`config.mk`:
```
export PLATFORM = sky130hd
export DESIGN_NAME = mem_bus_unit
export DESIGN_NICKNAME = d
export VERILOG_FILES = /design/src/rtl/mem_bus_unit.sv
export SDC_FILE = /design/constraint.sdc
export NUM_CORES = 1
export LEC_CHECK = 0
export CAP_MARGIN = 30
export CELL_PAD_IN_SITES_DETAIL_PLACEMENT = 0
export CELL_PAD_IN_SITES_GLOBAL_PLACEMENT = 1
export CORE_MARGIN = 2
export CORE_UTILIZATION = 36
export DETAILED_ROUTE_END_ITERATION = 10
export HOLD_SLACK_MARGIN = 0.08
export PLACE_DENSITY_LB_ADDON = 0.1
export SYNTH_ARGS = -nofsm -noshare
export SYNTH_HDL_FRONTEND = slang
export SYNTH_SLANG_ARGS = --single-unit
```
`constraint.sdc`:
```
create_clock -name clk -period 3.25 [get_ports clk]
set_input_delay 0.65 -clock clk [delete_from_list [all_inputs] [get_ports clk]]
set_output_delay 0.65 -clock clk [all_outputs]
set_load 0.005 [all_outputs]
```
`src/rtl/mem_bus_unit.sv`:
```
//----------------------------------------------------------------------------
// mem_bus_unit
// Memory stage between EX and WB. Issues one registered bus transaction per
// load/store (MIPS32 big-endian lanes, LWL/LWR/SWL/SWR merging, LL/SC),
// stalls the pipeline while the bus is busy, and reports alignment, bus-error
// and timeout exceptions. Non-memory ops pass through with zero latency.
//
// Ports
//   clk, rst                    clock, synchronous active-high reset
//   valid_i, aluop, mem_addr,   op from EX (held stable while stall_req=1)
//   opv2
//   we, waddr, wdata            EX writeback request
//   flush, llbit_clr            kill writeback / clear LLbit
//   we_o, waddr_o, wdata_o      writeback to WB
//   stall_req                   pipeline hold
//   bus_req/we/addr/sel/wdata   registered bus request
//   bus_ack, bus_err, bus_rdata bus response
//   exc_o, exc_code, badvaddr_o exception report (1 AdEL, 2 AdES, 3 bus err)
//   llbit_o                     current LLbit
//
// state | meaning
// IDLE  | accept op; pass-through, immediate exceptions, SC fail
// BUSY  | bus_req held until ack, error or timeout
// DONE  | one-cycle writeback / exception report
//----------------------------------------------------------------------------
`timescale 1ns/1ps
module mem_bus_unit #(
    parameter int unsigned TIMEOUT     = 255,
    parameter bit          ALIGN_CHECK = 1'b1,
    parameter bit          LLBIT_EN    = 1'b1
) (
    input  logic        clk,
    input  logic        rst,
    input  logic        valid_i,
    input  logic [7:0]  aluop,
    input  logic [31:0] mem_addr,
    input  logic [31:0] opv2,
    input  logic        we,
    input  logic [4:0]  waddr,
    input  logic [31:0] wdata,
    input  logic        flush,
    input  logic        llbit_clr,
    output logic        we_o,
    output logic [4:0]  waddr_o,
    output logic [31:0] wdata_o,
    output logic        stall_req,
    output logic        bus_req,
    output logic        bus_we,
    output logic [31:0] bus_addr,
    output logic [3:0]  bus_sel,
    output logic [31:0] bus_wdata,
    input  logic        bus_ack,
    input  logic        bus_err,
    input  logic [31:0] bus_rdata,
    output logic        exc_o,
    output logic [1:0]  exc_code,
    output logic [31:0] badvaddr_o,
    output logic        llbit_o
);
    localparam logic [7:0] OP_LB  = 8'h20, OP_LH  = 8'h21, OP_LWL = 8'h22,
                           OP_LW  = 8'h23, OP_LBU = 8'h24, OP_LHU = 8'h25,
                           OP_LWR = 8'h26, OP_SB  = 8'h28, OP_SH  = 8'h29,
                           OP_SWL = 8'h2A, OP_SW  = 8'h2B, OP_SWR = 8'h2E,
                           OP_LL  = 8'h30, OP_SC  = 8'h38;
    localparam int unsigned TLIM = (TIMEOUT == 0) ? 0 : TIMEOUT - 1;

    typedef enum logic [1:0] {IDLE, BUSY, DONE} state_t;
    state_t state;

    logic        req_q, we_q;
    logic [31:0] addr_bus_q, wdata_bus_q;
    logic [3:0]  sel_q;
    logic [7:0]  op_q;
    logic [31:0] addr_q, opv2_q, rdata_q, cnt;
    logic        fail_q, kill_q, llbit_q;

    logic        is_half, is_word, is_part, is_store, is_mem;
    logic        misalign, sc_skip, start, timeout_hit, commit;
    logic [3:0]  sel_n;
    logic [31:0] wdata_n, addr_n, rshift, load_data;
    logic [4:0]  sh, bsh;

    // Op decode and lane/data steering for the request about to be issued.
    always_comb begin
        is_half  = aluop inside {OP_LH, OP_LHU, OP_SH};
        is_word  = aluop inside {OP_LW, OP_SW, OP_LL, OP_SC};
        is_part  = aluop inside {OP_LWL, OP_LWR, OP_SWL, OP_SWR};
        is_store = aluop inside {OP_SB, OP_SH, OP_SW, OP_SWL, OP_SWR, OP_SC};
        is_mem   = is_half || is_word || is_part ||
                   (aluop inside {OP_LB, OP_LBU, OP_SB});
        misalign = ALIGN_CHECK && ((is_half && mem_addr[0]) ||
                                   (is_word && (mem_addr[1:0] != 2'b00)));
        sc_skip  = (aluop == OP_SC) && !(LLBIT_EN && llbit_q);
        start    = valid_i && is_mem && !flush && !misalign && !sc_skip;

        sel_n   = 4'b1111;
        wdata_n = opv2;
        addr_n  = is_part ? {mem_addr[31:2], 2'b00} : mem_addr;
        case (aluop)
            OP_LB, OP_LBU: sel_n = 4'b1000 >> mem_addr[1:0];
            OP_SB: begin
                sel_n   = 4'b1000 >> mem_addr[1:0];
                wdata_n = {4{opv2[7:0]}};
            end
            OP_LH, OP_LHU: sel_n = mem_addr[1] ? 4'b0011 : 4'b1100;
            OP_SH: begin
                sel_n   = mem_addr[1] ? 4'b0011 : 4'b1100;
                wdata_n = {2{opv2[15:0]}};
            end
            OP_LWL: sel_n = 4'b1111 >> mem_addr[1:0];
            OP_LWR: sel_n = 4'b1111 << (2'd3 - mem_addr[1:0]);
            OP_SWL: begin
                sel_n   = 4'b1111 >> mem_addr[1:0];
                wdata_n = opv2 >> {mem_addr[1:0], 3'b000};
            end
            OP_SWR: begin
                sel_n   = 4'b1111 << (2'd3 - mem_addr[1:0]);
                wdata_n = opv2 << {~mem_addr[1:0], 3'b000};
            end
            default: ;
        endcase
    end

    // Load formatting from captured read data; bsh = 8*(3-offset).
    always_comb begin
        sh     = {addr_q[1:0], 3'b000};
        bsh    = {~addr_q[1:0], 3'b000};
        rshift = rdata_q >> bsh;
        case (op_q)
            OP_LB:  load_data = {{24{rshift[7]}}, rshift[7:0]};
            OP_LBU: load_data = {24'd0, rshift[7:0]};
            OP_LH:  load_data = addr_q[1] ? {{16{rdata_q[15]}}, rdata_q[15:0]}
                                          : {{16{rdata_q[31]}}, rdata_q[31:16]};
            OP_LHU: load_data = addr_q[1] ? {16'd0, rdata_q[15:0]}
                                          : {16'd0, rdata_q[31:16]};
            OP_LW, OP_LL: load_data = rdata_q;
            OP_LWL: load_data = (rdata_q << sh) | (opv2_q & ~(32'hFFFF_FFFF << sh));
            OP_LWR: load_data = rshift | (opv2_q & ~(32'hFFFF_FFFF >> bsh));
            OP_SC:  load_data = 32'd1;
            default: load_data = 32'd0;
        endcase
    end

    // An ack seen together with the last timeout cycle still counts as success.
    assign timeout_hit = (TIMEOUT != 0) && (cnt == TLIM);
    assign commit      = (state == DONE) && !fail_q && !kill_q && !flush;

    always_ff @(posedge clk) begin
        if (rst) begin
            state       <= IDLE;
            req_q       <= 1'b0;
            we_q        <= 1'b0;
            addr_bus_q  <= '0;
            sel_q       <= '0;
            wdata_bus_q <= '0;
            op_q        <= '0;
            addr_q      <= '0;
            opv2_q      <= '0;
            rdata_q     <= '0;
            cnt         <= '0;
            fail_q      <= 1'b0;
            kill_q      <= 1'b0;
            llbit_q     <= 1'b0;
        end else begin
            case (state)
                IDLE: if (start) begin
                    state       <= BUSY;
                    req_q       <= 1'b1;
                    we_q        <= is_store;
                    addr_bus_q  <= addr_n;
                    sel_q       <= sel_n;
                    wdata_bus_q <= wdata_n;
                    op_q        <= aluop;
                    addr_q      <= mem_addr;
                    opv2_q      <= opv2;
                    cnt         <= '0;
                    fail_q      <= 1'b0;
                    kill_q      <= 1'b0;
                end
                BUSY: begin
                    kill_q <= kill_q | flush;
                    if (bus_ack || bus_err || timeout_hit) begin
                        state   <= DONE;
                        req_q   <= 1'b0;
                        rdata_q <= bus_rdata;
                        fail_q  <= bus_err || !bus_ack;
                    end else if (cnt != '1) begin
                        cnt <= cnt + 32'd1;
                    end
                end
                default: state <= IDLE;
            endcase

            if (llbit_clr)
                llbit_q <= 1'b0;
            else if (commit && op_q == OP_LL)
                llbit_q <= LLBIT_EN;
            else if (commit && op_q == OP_SC)
                llbit_q <= 1'b0;
        end
    end

    // Every output is forced low while reset is held, registered ones included.
    always_comb begin
        we_o       = 1'b0;
        waddr_o    = '0;
        wdata_o    = '0;
        stall_req  = 1'b0;
        exc_o      = 1'b0;
        exc_code   = 2'd0;
        badvaddr_o = '0;
        if (!rst) begin
            waddr_o = waddr;
            wdata_o = wdata;
            case (state)
                IDLE: begin
                    if (!valid_i || !is_mem) begin
                        we_o = we && !flush;
                    end else if (flush) begin
                        we_o = 1'b0;
                    end else if (misalign) begin
                        exc_o      = 1'b1;
                        exc_code   = is_store ? 2'd2 : 2'd1;
                        badvaddr_o = mem_addr;
                    end else if (sc_skip) begin
                        we_o    = we;
                        wdata_o = '0;
                    end else begin
                        stall_req = 1'b1;
                    end
                end
                BUSY: stall_req = 1'b1;
                default: begin
                    wdata_o = load_data;
                    if (fail_q) begin
                        exc_o      = 1'b1;
                        exc_code   = 2'd3;
                        badvaddr_o = addr_q;
                    end else begin
                        we_o = we && !kill_q && !flush;
                    end
                end
            endcase
        end
    end

    assign bus_req   = req_q & ~rst;
    assign bus_we    = we_q & ~rst;
    assign bus_addr  = rst ? '0 : addr_bus_q;
    assign bus_sel   = rst ? '0 : sel_q;
    assign bus_wdata = rst ? '0 : wdata_bus_q;
    assign llbit_o   = llbit_q & ~rst;

endmodule

```
==> impl_metrics.toml <==
[setup_path]
worst-endpoint-required_ns = 2.60
worstSetupStartpointType = "input pin"
cp.arrival_ns = 2.67
ff2ff_setup_slack_ns = 0.71
ff2ff_path_depth = 7
critPathKind = "in -> out"
timing.rr.start = "state[1]"
cp_max_fo = 4
end_kind = "primary output"
worstReg2RegEnd = "cnt[13]"

[cells_and_area]
mostFrequentLayoutCells = "276 x nand2_1, 214 x clkdlybuf4s50_1, 175 x dfxtp_1, 153 x a21oi_1, 110 x nor2_1"
layout_commonest_cell = "nand2_1"
fin_util = 0.527
fin_cells = 2306
nets = 2009
area_growth_syn_to_layout_pct = 43.3
drive_gt1_frac = 0.192
diodes = 0
num-fill-cells = 3106
stdcell_area_um2 = 16700

[sta]
worst_slack_ns = -0.0744
slew_violations = 0
rsz0062_at_grt = "true"
period_needed_ns = 3.32
finalCritPeriodShare = 1.02
clock-skew-final_ns = 0.0158
max_freq_mhz = 301
worstMarginPinSlew_ns = 1.09
relSlewSlack = 0.269
hold_viol = 0
setup_viol = 19

[yosys]
synth_top_area_cell = "dfxtp_1"
ys_types = 84
synth_top_area_frac = 0.310
syn_nets = 1682
synth-main-ff-cell = "dfxtp_1"
synth_enable_flop_cells = 0
netlist_instances = 1531
syn_avg_cell_area_um2 = 7.64
synth_async_sr_flop_share = 0
synthTopCellsByArea = "dfxtp_1 31%, nand2_1 9.2%, mux2i_1 7.1%, a21oi_1 6.6%, nor2b_1 4.7%"
seq_area_frac_synth = 0.310
ys_warn_count = 0
syn_area_um2 = 11700
ys_ff_latch = 181

[global_routing]
grt_pass1_vias = 12128
grt_max_degree = 68
overflow = 0
grt_util_all_layers = 0.266
antenna_found_initial = 4
grt_pass1_wl_mm = 70.6

[floorplan]
design.core.area_um2 = 31800
die_y_um = 184
fp-row-count = 65
start_util = 0.368
die_w_um = 184
dieArea_um2 = 33900
ios = 294

[power]
powerDensity_nw_per_um2 = 304
vdd_ir_drop_max_mv = 0.382
p_leak_nw = 5.98

[worst_hold_path]
worstHoldPathType = "reg -> reg"
holdPathStages = 2
min_from = "addr_bus_q[1]"
hold_path_end = "addr_bus_q[1]"

[detailed_routing]
wl_met2_mm = 20.2
firstDrtPassIters = 6
ant_nets = 0
topRoutingLayerUsed = "met5"
vias_per_cell = 5.62
vias = 12971
wl_met3_mm = 3.48
post-route-drc-count = 0
wl_met1_mm = 21.5
post_drt_wl_per_cell_um = 19.9
drt_iter0_drc = 1171
wirelength_mm = 45.8

[clock_network]
cts_tree = "yes"
insertion_delay_ns = 0.45
clkSinkCount = 181
cts_root_buffer = "clkbuf_16"
ctsLongestPathBuffers = 2
cts_htree_levels = 4
path_clk_slew_ns = 0.08
cts-buffers-inserted = 17

[run_status]
violations = "setup timing"
outcome = "finished with violations"

[placement]
placed_cells = 2252
placed_area_um2 = 15700
dp_hpwl_mm = 32.0
numPortBuffers = 293
gp_congestion = 0.895

[flow_run]
maxCapViolCount = 0
-- cell usage after synthesis, drive strengths merged, types with 5 or more instances --
master	instances
a211oi	38
a21bo	7
a21o	19
a21oi	155
a221o	9
a221oi	50
a222oi	8
a22o	6
a311oi	8
a31oi	14
and2	7
and3	13
buf	48
clkbuf	79
dfxtp	181
inv	16
mux2i	83
mux4	11
nand2	286
nand2b	5
nand3	33
nand4	13
nor2	121
nor2b	88
nor3	50
nor4	19
o211ai	12
o21a	5
o21ai	52
o22ai	8
o311ai	6
o31ai	13
or3	5
-- repair_timing --
action	in CTS	in global routing
hold buffers	0	0
setup endpoints to repair	69	67
buffers inserted	17	1
gates resized for setup	335	52
pin swaps	38	24
gates cloned	7	0
-- area by class of cell --
cell class / count / area (um^2) / share of cell area
Sequential cell: 181 / 3640 / 0.217
Clock inverter: 15 / 200 / 0.0120
Inverter: 18 / 67.6 / 0.00403
Tap cell: 435 / 544 / 0.0325
Timing Repair Buffer: 435 / 4090 / 0.244
Multi-Input combinational cell: 1205 / 7780 / 0.465
Clock buffer: 17 / 425 / 0.0254
-- worst max-delay path by stage --
stage / from / end / cells after the start
CTS: aluop[1] / wdata_o[30] / 12
global route: aluop[0] / wdata_o[12] / 12
global placement: aluop[0] / wdata_o[29] / 9
floorplan: aluop[4] / wdata_o[24] / 8
detailed placement: aluop[0] / wdata_o[30] / 9
finish: aluop[0] / wdata_o[12] / 12
-- power breakdown --
| part | internal, mW | leakage (nW) | switching [mW] | total (mW) |
|---|---|---|---|---|
| combinational | 0.340 | 4.22 | 0.318 | 0.658 |
| clock | 1.06 | 0.301 | 1.14 | 2.20 |
| sequential | 2.23 | 1.46 | 0.0121 | 2.24 |
-- worst max-delay path: stages --
cell,delay [ns]
buf_8,0.10
or3b_4,0.43
a211oi_4,0.24
o211ai_1,0.18
buf_4,0.20
buf_6,0.11
nand2_4,0.07
o21ai_4,0.11
clkbuf_16,0.19
buf_12,0.12
a211oi_2,0.13
buf_2,0.14
-- cell families (layout without fill, tap and decap cells) --
logic type	Yosys count	in the layout	synth area share
flip-flops	181	181	0.310
buffers and inverters	145	485	0.0537
AO/OA/AOI/OAI	438	438	0.258
multiplexers	96	96	0.0942
adder cells (fa/ha/maj)	2	2	0.00214
AND/OR/NAND/NOR	669	669	0.282
-- per-layer routing --
metal | global-route usage | up-vias
met5 | 0 | -
met4 | 0.0669 | 8
met3 | 0.0587 | 57
met2 | 0.408 | 509
met1 | 0.377 | 6157
li1 | - | 6240
-- sequential cells by signal (all words and copies together), names as in the netlist, 2 cells and up --
signal	flops
opv2_q	32
sel_q	4
wdata_bus_q	32
state	2
addr_bus_q	32
cnt	32
op_q	8
rdata_q	32
addr_q	2
-- metrics by stage --
| stage | total power, mW | setup slack (ns) | hold slack, ns | setup TNS [ns] |
|---|---|---|---|---|
| 2_1_floorplan | 2.54 | 0.262 | 0.427 | 0 |
| 3_3_place_gp | 2.92 | -0.590 | 0.437 | -36.19 |
| 3_5_place_dp | 2.92 | -0.698 | 0.441 | -44.96 |
| 4_1_cts | 5.16 | -0.0946 | 0.452 | -1.20 |
| 5_1_grt | 5.29 | -0.133 | 0.481 | -3.88 |
| 6_report | 5.10 | -0.0744 | 0.450 | -0.700 |
Note: power is estimated with default switching activity, not from simulation.
